## config.mk

```make
export PLATFORM = sky130hd
export DESIGN_NAME = chram_arbiter
export DESIGN_NICKNAME = d
export VERILOG_FILES = /design/src/rtl/chram_arbiter.sv
export SDC_FILE = /design/constraint.sdc
export NUM_CORES = 1
export LEC_CHECK = 0
export BUFFER_PORTS_ARGS = -buffer_cell sky130_fd_sc_hd__buf_2
export CAP_MARGIN = 5
export CORE_MARGIN = 1
export CORE_UTILIZATION = 47
export CTS_CLUSTER_SIZE = 40
export DETAILED_ROUTE_END_ITERATION = 8
export PLACE_DENSITY = 0.93
export SETUP_SLACK_MARGIN = 0.4
export SLEW_MARGIN = 20
export SYNTH_ARGS = -nofsm -noshare
export SYNTH_HDL_FRONTEND = slang
export SYNTH_SLANG_ARGS = --single-unit
```

## constraint.sdc

```tcl
create_clock -name clk_sys -period 4.75 [get_ports clk_sys]
set_input_delay 0.475 -clock clk_sys [delete_from_list [all_inputs] [get_ports clk_sys]]
set_output_delay 0.475 -clock clk_sys [all_outputs]
set_load 0.005 [all_outputs]
```

## src/rtl/chram_arbiter.sv

```systemverilog
// Character/colour RAM port-A arbiter: Z80 pass-through writes plus a hardware screen fill engine.
// Latency: CPU writes reach the RAM ports combinationally; a fill writes one cell per cycle starting the cycle after fill_start.
// Backpressure: a running fill stalls CPU accesses to the CHR/COL regions via cpu_wait_n; other accesses are never stalled.
// Build option: define CHRAM_FILL_COLOR_EN to make the fill also write the latched colour into colour RAM.

module chram_arbiter #(
   parameter int FILL_WORDS = 2048
) (
   input  logic        clk_sys,
   input  logic        reset,
   input  logic [15:0] cpu_addr,
   input  logic [7:0]  cpu_dout,
   input  logic        cpu_mreq_n,
   input  logic        cpu_wr_n,
   output logic        cpu_wait_n,
   input  logic        fill_start,
   input  logic        fill_abort,
   input  logic [7:0]  fill_char,
   input  logic [7:0]  fill_color,
   output logic        fill_busy,
   output logic        fill_done,
   output logic [10:0] ram_addr,
   output logic [7:0]  chram_data,
   output logic [7:0]  colram_data,
   output logic        chram_wr,
   output logic        colram_wr
);

   typedef enum logic [1:0] {
      IDLE = 2'd0,
      FILL = 2'd1,
      DONE = 2'd2
   } state_t;

   localparam logic [10:0] LAST_CELL = 11'(FILL_WORDS - 1);

   state_t      state, state_nx, state_eff;
   logic [10:0] cnt, cnt_nx;
   logic [7:0]  char_q, char_nx;
   logic [7:0]  color_q, color_nx;

   logic        chr_sel, col_sel, cpu_hit, cpu_wr;

   // Address decode of the two 2 KiB windows at 0x8000 and 0x8800.
   always_comb begin
      chr_sel = (cpu_addr[15:11] == 5'b10000);
      col_sel = (cpu_addr[15:11] == 5'b10001);
      cpu_hit = !cpu_mreq_n && (chr_sel || col_sel);
      cpu_wr  = !cpu_wr_n && !cpu_mreq_n;
   end

   // Next-state and output decode; reset cycles are decoded as IDLE so CPU writes still land.
   always_comb begin
      state_eff   = reset ? IDLE : state;
      state_nx    = state;
      cnt_nx      = cnt;
      char_nx     = char_q;
      color_nx    = color_q;
      ram_addr    = cpu_addr[10:0];
      chram_data  = cpu_dout;
      colram_data = cpu_dout;
      chram_wr    = cpu_wr && chr_sel;
      colram_wr   = cpu_wr && col_sel;
      cpu_wait_n  = 1'b1;
      fill_busy   = 1'b0;
      fill_done   = 1'b0;

      case (state_eff)
         IDLE: begin
            // fill_start wins over a simultaneous fill_abort
            if (fill_start) begin
               state_nx = FILL;
               cnt_nx   = 11'd0;
               char_nx  = fill_char;
               color_nx = fill_color;
            end
         end
         FILL: begin
            fill_busy   = 1'b1;
            cpu_wait_n  = !cpu_hit;
            ram_addr    = cnt;
            chram_data  = char_q;
            chram_wr    = 1'b0;
            colram_wr   = 1'b0;
`ifdef CHRAM_FILL_COLOR_EN
            colram_data = color_q;
`endif
            if (fill_abort) begin
               // Abort suppresses this cycle's write and skips the done pulse
               state_nx = IDLE;
            end else begin
               chram_wr = 1'b1;
`ifdef CHRAM_FILL_COLOR_EN
               colram_wr = 1'b1;
`endif
               if (cnt == LAST_CELL) begin
                  // Hold the counter on the last cell rather than wrapping
                  state_nx = DONE;
               end else begin
                  cnt_nx = cnt + 11'd1;
               end
            end
         end
         DONE: begin
            fill_done = 1'b1;
            state_nx  = IDLE;
         end
         default: begin
            state_nx = IDLE;
         end
      endcase
   end

`ifndef CHRAM_FILL_COLOR_EN
   // Colour latch exists in both builds but only feeds the RAM when colour fill is enabled.
   logic unused_color;
   assign unused_color = ^color_q;
`endif

   // State, cell counter and latched fill values.
   always_ff @(posedge clk_sys) begin
      if (reset) begin
         state   <= IDLE;
         cnt     <= 11'd0;
         char_q  <= 8'd0;
         color_q <= 8'd0;
      end else begin
         state   <= state_nx;
         cnt     <= cnt_nx;
         char_q  <= char_nx;
         color_q <= color_nx;
      end
   end

endmodule

```

==> results.json, run 1 <==
{
  "status": "finished, final reports clean",
  "pre_cts_slack_ns": 2.20,
  "num_rows": 19,
  "area_delta_synth_final_pct": 25.5,
  "drive_gt1_share_pct": 48.8,
  "dr.pass1.iters": 4,
  "cp-endpoint": "ram_addr[5]",
  "hold_ws_ns": 0.389,
  "syn-num-nets": 195,
  "nets": 257,
  "finalSetupViolations": 0,
  "worst-path-stages": 5,
  "finClkSkew_ns": 0.00767,
  "cpMaxStageDelayCell": "dfxtp_1",
  "wl_met3_um": 225,
  "yosysSeqAreaShare_pct": 30.9,
  "cts.sinks": 21,
  "p_comb_share_pct": 23.3,
  "vias": 1355,
  "synthArstFlopShare_pct": 0,
  "ff_latch_area_sq_um": 420,
  "synth-seq-cells": 21,
  "power_frac_seq_pct": 52.0,
  "ys_types": 42,
  "routed_wl_um": 2980,
  "crit_arrival_ns": 2.10,
  "drt_iter0_markers": 28,
  "ctsResizeCount": 0,
  "track_usage_pct": 20.6,
  "cpLargestDelayFamily": "buffers and inverters",
  "synth.area.top_cells": "dfxtp_1 31%, mux2_2 16%, mux2i_1 5.9%, buf_4 4.4%, nor2_1 3.6%",
  "netlist_area_sq_mm": 0.00136,
  "switching_power_uw": 97.2,
  "tightestPinTransition_ns": 0.662,
  "path_class": "reg2out",
  "fin_crit_sh_pct": 54.1,
  "p_per_area_mw_per_mm2": 209,
  "leakagePower_nw": 0.759,
  "antenna_found_initial": 0,
  "max_stage_delay_ns": 0.48,
  "yosysTopAreaCell": "dfxtp_1",
  "ir_drop_mv": 0.211,
  "r2r_start": "state[0]",
  "remaining_drc_errors": 0,
  "die_y_um": 55.8,
  "wl_met1_um": 1300,
  "viasPerCell": 5.65,
  "crit_start": "state[0]",
  "dp_hpwl_um": 2270,
  "portBuffers": 69,
  "hold_violations": 0,
  "setup_ws_ns": 2.18,
  "synthCells": 148,
  "postRouteAntennaNets": 0,
  "highest_layer": "met4",
  "p_int_uw": 259,
  "r2r_cells": 5,
  "post_cts_buffers": 0,
  "cts_tree": "yes",
  "fp.dieArea_sq_mm": 0.00311,
  "numCtsBuffers": 3,
  "timing.critical_path.fanout_max": 11,
  "p_sw_share_pct": 27.3,
  "clk_latency_ns": 0.31,
  "cts-root-buf": "clkbuf_4",
  "multi_input_comb_area_sq_um": 840,
  "design.core.area_sq_mm": 0.00276,
  "avgSynthCellArea_sq_um": 9.18,
  "hp-class": "in2reg",
  "synth-edff-count": 0,
  "synth_top_area_share_pct": 30.9,
  "clock_path_buffers": 2,
  "die_x_um": 55.8,
  "path_common_cell": "buf_6",
  "wl_per_cell_um": 12.4,
  "clk_pin_slew_worst_paths_ns": 0.13,
  "start_kind": "flip-flop",
  "initial_utilization_pct": 49.3,
  "ys_warn_count": 0,
  "grt_pass1_wl_um": 5250,
  "r2r_slack_ns": 2.74,
  "place_congestion": 0.859,
  "io_pins": 78,
  "cp_data_required_time_ns": 4.28,
  "path_buf_inv": 3,
  "maxCapViolations": 0,
  "hold_buffers": 0,
  "diodes": 0,
  "grt_pass1_vias": 1183,
  "dr_wl_met2_um": 1440,
  "final_max_slew_viol_count": 0,
  "min_period_ns": 2.57,
  "critPathCaptureType": "output pin",
  "setup_tns_ns": 0,
  "h-tree-depth": 1,
  "overflow": 0,
  "power_frac_clock_pct": 24.7,
  "grt_max_degree": 27,
  "fmax_ghz": 0.389,
  "r2r-end": "cnt[4]",
  "crit_chain": "nor3b_4 > buf_6 > buf_6 > mux2_2 > buf_2",
  "fillers": 267,
  "synth_ff_type": "dfxtp_1",
  "relSlewSlack_pct": 55.8,
  "rsz0062_at_grt": "no"
}
==> worst min path at each step <==
stage          cells past startpoint    startpoint        end
5_1_grt                            3  fill_char[4]  char_q[4]
3_5_place_dp                       2     char_q[4]  char_q[4]
3_3_place_gp                       2     char_q[0]  char_q[0]
2_1_floorplan                      2     char_q[0]  char_q[0]
6_report                           3  fill_char[7]  char_q[7]
4_1_cts                            3  fill_char[0]  char_q[0]
==> synth_stat cells, drive strengths merged, types with 4 or more instances <==
cell type and number:
mux2 19, buf 12, nor2 13, a21oi 6, o21ai 5, nand2 7, nand3 5, nor3 4
mux2i 8, dfxtp 21
==> cell families (layout without fill, tap and decap cells) <==
group / count (synthesis) / in the layout / synth area share, %
simple gates: 53 / 53 / 23.8
compound gates: 29 / 29 / 15.5
mux: 27 / 27 / 21.6
flops: 21 / 21 / 30.9
buf+inv: 17 / 78 / 7.27
fa+ha+maj: 1 / 1 / 0.921
==> metrics by stage <==
stage | instances | total power, mW | utilization [%] | instance area (sq um)
3_5_place_dp | 236 | 0.273 | 60.8 | 1680
2_1_floorplan | 148 | 0.239 | - | 1360
6_report | 240 | 0.356 | 61.8 | 1710
4_1_cts | 240 | 0.356 | 61.8 | 1710
5_1_grt | 240 | 0.376 | 61.8 | 1710
3_3_place_gp | 234 | 0.268 | 60.0 | 1660
==> cell type report <==
type,instances,share of cell area [%]
inverters,3,0.660
clock inverters,1,0.293
clock buffers,3,1.32
flip-flops and latches,21,24.7
repair buffers,71,21.6
well taps,31,2.27
multi-input cells,110,49.2
==> layer usage <==
metal,vias to the layer above,track usage [%]
met1,617,25.1
met3,2,4.88
li1,674,-
met5,-,0
met4,0,5.00
met2,62,36.5
==> power by group through the flow <==
stage | sequential (mW) | combinational [mW] | clock [mW]
final | 0.185 | 0.0829 | 0.0879
after global routing | 0.186 | 0.0915 | 0.0982
after CTS | 0.185 | 0.0837 | 0.0873
after detailed placement | 0.189 | 0.0834 | 0
after global placement | 0.189 | 0.0795 | 0
after floorplan | 0.188 | 0.0511 | 0
==> sequential cells by signal, summed over array words and instances (netlist names) <==
| signal | cells |
|---|---|
| state | 2 |
| char_q | 8 |
| cnt | 11 |
==> layout by cell type, fill, tap and decap left out, types with 2 or more instances in the layout <==
cell      count
nand3_1       4
and2_1        2
and3_1        2
nand4_1       3
nor2_1       13
clkbuf_4      3
a31o_1        2
o21ai_0       4
nor4_1        2
nor3b_1       2
o31ai_1       3
nand2b_1      2
mux2_2       19
inv_1         3
dfxtp_1      21
buf_2        69
or4_1         2
buf_6         2
a311oi_1      3
a21oi_1       6
nand2_1       7
mux2i_1       8
nor3_1        4
a31oi_1       2
o31a_1        3
==> worst min-delay path, cell delays in order <==
cell and delay (ns):
buf_2 0.07, mux2i_1 0.05, nor2_1 0.07
Power figures use the tool's default switching activity.
==> run 2, diff against run 1 <==
Settings changed: CORE_UTILIZATION 47 to 39, PLACE_DENSITY 0.93 to 0.83.
Clock period 4.75 ns to 2.3 ns, I/O delays scaled along.
==> run 2 against run 1 <==
Compared with the run above: utilization shrank 5.5 points; sequential power is 110% higher; worst setup slack worse by 1.8 ns; first-iteration DRC count increased by 64%; non-clock buffer count up 12; highest routed layer unchanged.
==> results.json, run 2 (synthesis gave the netlist of run 1 again) <==
{
  "io_pins": 78,
  "crit_chain": "nor3b_4 > buf_6 > buf_8 > mux2_2 > buf_2",
  "fp.dieArea_sq_mm": 0.00372,
  "design.core.area_sq_mm": 0.00334,
  "diodes": 0,
  "min_period_ns": 1.87,
  "tightestPinTransition_ns": 0.529,
  "pre_cts_slack_ns": 0.361,
  "clk_latency_ns": 0.31,
  "grt_pass1_wl_um": 4820,
  "place_congestion": 0.836,
  "cts-root-buf": "clkbuf_4",
  "final_common_cell": "buf_2",
  "die_y_um": 61.0,
  "num_rows": 21,
  "numCtsBuffers": 3,
  "postRouteAntennaNets": 0,
  "regMostFlops": "cnt",
  "max_stage_delay_ns": 0.39,
  "routed_wl_um": 3340,
  "finalSetupViolations": 0,
  "portBuffers": 69,
  "p_per_area_mw_per_mm2": 405,
  "antenna_found_initial": 0,
  "critPathCaptureType": "output pin",
  "area_delta_synth_final_pct": 38.4,
  "start_kind": "flip-flop",
  "drt_iter0_markers": 46,
  "clk_pin_slew_worst_paths_ns": 0.12,
  "hp-class": "in2reg",
  "setup_ws_ns": 0.426,
  "grt_pass1_vias": 1156,
  "mostFrequentLayoutCells": "69 x buf_2, 18 x dfxtp_1, 13 x mux2_2, 13 x nor2_1, 9 x buf_4",
  "ir_drop_mv": 0.242,
  "reg_top3": "cnt (11), char_q (8), state (2)",
  "wl_per_cell_um": 12.5,
  "dp_hpwl_um": 2370,
  "cpMaxStageDelayCell": "dfxtp_4",
  "nets": 269,
  "timing.critical_path.fanout_max": 8,
  "cts.sinks": 21,
  "leakagePower_nw": 0.851,
  "clock_path_buffers": 2,
  "rsz0062_at_grt": "yes",
  "final_max_slew_viol_count": 0,
  "die_x_um": 61.0,
  "remaining_drc_errors": 0,
  "relSlewSlack_pct": 64.7,
  "fmax_ghz": 0.534,
  "dr.pass1.iters": 6,
  "track_usage_pct": 16.9,
  "path_class": "reg2out",
  "hold_ws_ns": 0.144,
  "finClkSkew_ns": 0.000853,
  "viasPerCell": 5.27,
  "fillers": 300,
  "setup_tns_ns": 0,
  "initial_utilization_pct": 40.7,
  "grt_max_degree": 19,
  "cts_tree": "yes",
  "drive_gt1_share_pct": 54.3,
  "crit_arrival_ns": 1.64,
  "vias": 1406,
  "largest_reg_flops": 11,
  "fin_crit_sh_pct": 81.5,
  "utilization_pct": 56.4,
  "status": "finished, final reports clean",
  "hold_violations": 0,
  "cp_data_required_time_ns": 2.07,
  "h-tree-depth": 1,
  "maxCapViolations": 0,
  "overflow": 0
}
[run 2: per-stage QoR]
step | std cells | instance area [sq um] | power, mW
floorplan | 148 | 1360 | 0.494
global placement | 255 | 1720 | 0.562
detailed placement | 255 | 1720 | 0.566
CTS | 262 | 1780 | 0.754
global route | 267 | 1880 | 0.808
finish | 267 | 1880 | 0.762
[run 2: worst max-delay path: cells and delay by family (launching register included)]
family                 cells  cell delay [ns]
buffers and inverters      3             0.40
DFF                        1             0.39
muxes                      1             0.33
and+or+nand+nor            1             0.22
[run 2: final cells by class]
cell class | instances | area [sq um] | area share, %
repair buffers | 83 | 477 | 25.3
multi-input cells | 110 | 878 | 46.7
flip-flops and latches | 21 | 429 | 22.8
clock buffers | 3 | 22.5 | 1.20
clock inverters | 1 | 5.00 | 0.266
well taps | 46 | 57.6 | 3.06
inverters | 3 | 11.3 | 0.599
[run 2: layer usage]
| layer | global-route usage [%] | up-vias | wire, um |
|---|---|---|---|
| li1 | - | 693 | - |
| met1 | 21.4 | 641 | 1390 |
| met2 | 27.8 | 67 | 1640 |
| met3 | 2.73 | 5 | 263 |
| met4 | 8.77 | 0 | 38 |
| met5 | 0 | - | 0 |
[run 2: final timing paths]
kind,end,cells past startpoint,slack (ns),start
min,char_q[5],3,0.14,fill_char[5]
max reg2reg,cnt[7],5,0.50,cnt[1]
min reg2reg,char_q[1],2,0.51,char_q[1]
max,ram_addr[1],5,0.43,state[1]
[run 2: repair_timing]
item,CTS,global route
hold buffers,0,0
gates resized for setup,5,17
pin swaps,1,1
endpoints found under the setup margin,22,23
setup buffers,3,5
cloned,0,0
[run 2: where the power goes]
group | internal, mW | switching (mW)
Sequential | 0.373 | 0.00631
Clock | 0.0649 | 0.117
Combinational | 0.115 | 0.0862
==> run 3, diff against run 2 <==
Clock period 2.3 ns to 1.7 ns, I/O delays scaled along.
==> run 3 against run 2 <==
Compared with the run above: the flow now finishes with violations (negative setup slack); combinational power rose by 55%; register-to-register slack got worse by 0.55 ns; sequential cell count did not move; sequential power rose by 33%; worst hold slack got worse by 0.063 ns; via count rose by 6.9%; clock power rose by 35%.
==> results.json, run 3 (synthesis gave the netlist of run 1 again) <==
{
  "status": "complete, but fails checks",
  "violations": "negative setup slack",
  "utilization_pct": 63.4,
  "portBuffers": 69,
  "track_usage_pct": 20.0,
  "min_path_cells": 3,
  "r2r_cells": 6,
  "start_kind": "flip-flop",
  "dp.cells": 263,
  "finalSetupViolations": 21,
  "crit_arrival_ns": 1.63,
  "reg_top3": "cnt (11), char_q (8), state (2)",
  "relSlewSlack_pct": 74.2,
  "initial_utilization_pct": 40.7,
  "cts.sinks": 21,
  "fp.dieArea_sq_mm": 0.00372,
  "numCtsBuffers": 3,
  "die_y_um": 61.0,
  "num_rows": 21,
  "postRouteAntennaNets": 0,
  "cts_tree": "yes",
  "die_x_um": 61.0,
  "dr.pass1.iters": 4,
  "cp_data_required_time_ns": 1.53,
  "cts-root-buf": "clkbuf_4",
  "drive_gt1_share_pct": 64.4,
  "vias": 1503,
  "drt_iter0_markers": 55,
  "setup_ws_ns": -0.103,
  "p_sw_share_pct": 28.3,
  "hold_violations": 0,
  "grt_max_degree": 17,
  "fmax_ghz": 0.555,
  "final_max_slew_viol_count": 0,
  "routed_wl_um": 3930,
  "p_int_uw": 763,
  "min_period_ns": 1.80,
  "finClkSkew_ns": 0.00105,
  "h-tree-depth": 1,
  "maxCapViolations": 0,
  "area_delta_synth_final_pct": 55.8,
  "regMostFlops": "cnt",
  "clk_latency_ns": 0.31,
  "tightestPinTransition_ns": 0.386,
  "largest_reg_flops": 11,
  "final_common_cell": "buf_2",
  "wl_per_cell_um": 14.1,
  "power_frac_seq_pct": 47.7,
  "place_congestion": 0.849,
  "p_comb_share_pct": 29.2,
  "fillers": 292,
  "grt_pass1_vias": 1218,
  "power_frac_clock_pct": 23.1,
  "critPathCaptureType": "output pin",
  "nets": 281,
  "final_cell_count_no_fill": 279,
  "switching_power_uw": 301,
  "setup_tns_ns": -1.71,
  "path_class": "reg2out",
  "ir_drop_mv": 0.567,
  "overflow": 0,
  "design.core.area_sq_mm": 0.00334,
  "remaining_drc_errors": 0,
  "leakagePower_nw": 0.967,
  "mostFrequentLayoutCells": "67 x buf_2, 21 x buf_4, 11 x mux2_2, 11 x dfxtp_1, 10 x nor2_1",
  "clk_pin_slew_worst_paths_ns": 0.12,
  "p_per_area_mw_per_mm2": 503,
  "viasPerCell": 5.39,
  "io_pins": 78,
  "pre_cts_slack_ns": 0.0730,
  "grt_pass1_wl_um": 5480,
  "antenna_found_initial": 0,
  "timing.critical_path.fanout_max": 14,
  "diodes": 0,
  "fin_crit_sh_pct": 106,
  "rsz0062_at_grt": "yes",
  "clock_path_buffers": 2,
  "hp-class": "in2reg",
  "dp_hpwl_um": 2600
}
[run 3: repair_timing]
action | in CTS | in global routing
setup endpoints to repair | 38 | 44
buffers inserted | 8 | 3
resized for setup | 14 | 19
hold buffers | 0 | 0
pin swaps | 9 | 10
gates cloned | 1 | 0
[run 3: worst max-delay path: stages (launching register included)]
cell     delay, ns
dfxtp_4       0.37
nor3b_4       0.18
buf_4         0.15
buf_12        0.14
mux2_2        0.34
buf_2         0.13
[run 3: path summary, 6_finish.rpt]
check,from,to,slack (ns)
hold / removal,fill_char[0],char_q[0],0.08
hold reg to reg,char_q[4],char_q[4],0.51
setup / recovery,state[1],chram_data[0],-0.10
setup reg to reg,state[1],cnt[3],-0.05
[run 3: metal layers]
metal | part of all wire (%) | GRT usage, % | wire length [um]
met3 | 7.5 | 3.99 | 297
met4 | 1.2 | 7.79 | 48
met1 | 38 | 24.8 | 1500
met2 | 53 | 34.2 | 2090
met5 | 0 | 0 | 0
[run 3: layout make-up]
cell class	instances	area, sq um	area share (%)
inverters	3	11.3	0.532
repair buffers	95	597	28.2
clock buffers	3	22.5	1.06
well taps	46	57.6	2.72
clock inverters	1	5.00	0.236
multi-input cells	110	976	46.1
flip-flops and latches	21	448	21.2
[run 3: through the flow]
stage / hold slack (ns) / power [mW] / cell area, sq um
2_1_floorplan: 0.267 / 0.685 / 1450
3_3_place_gp: 0.399 / 0.776 / 1850
3_5_place_dp: 0.412 / 0.784 / 1850
4_1_cts: 0.0786 / 1.06 / 2010
5_1_grt: 0.0922 / 1.12 / 2120
6_report: 0.0815 / 1.06 / 2120
[run 3: power by group through the flow]
| stage | sequential [mW] | clock [mW] | combinational, mW |
|---|---|---|---|
| 2_1_floorplan | 0.526 | 0 | 0.159 |
| 3_3_place_gp | 0.529 | 0 | 0.248 |
| 3_5_place_dp | 0.529 | 0 | 0.255 |
| 4_1_cts | 0.511 | 0.254 | 0.291 |
| 5_1_grt | 0.509 | 0.271 | 0.339 |
| 6_report | 0.507 | 0.246 | 0.311 |
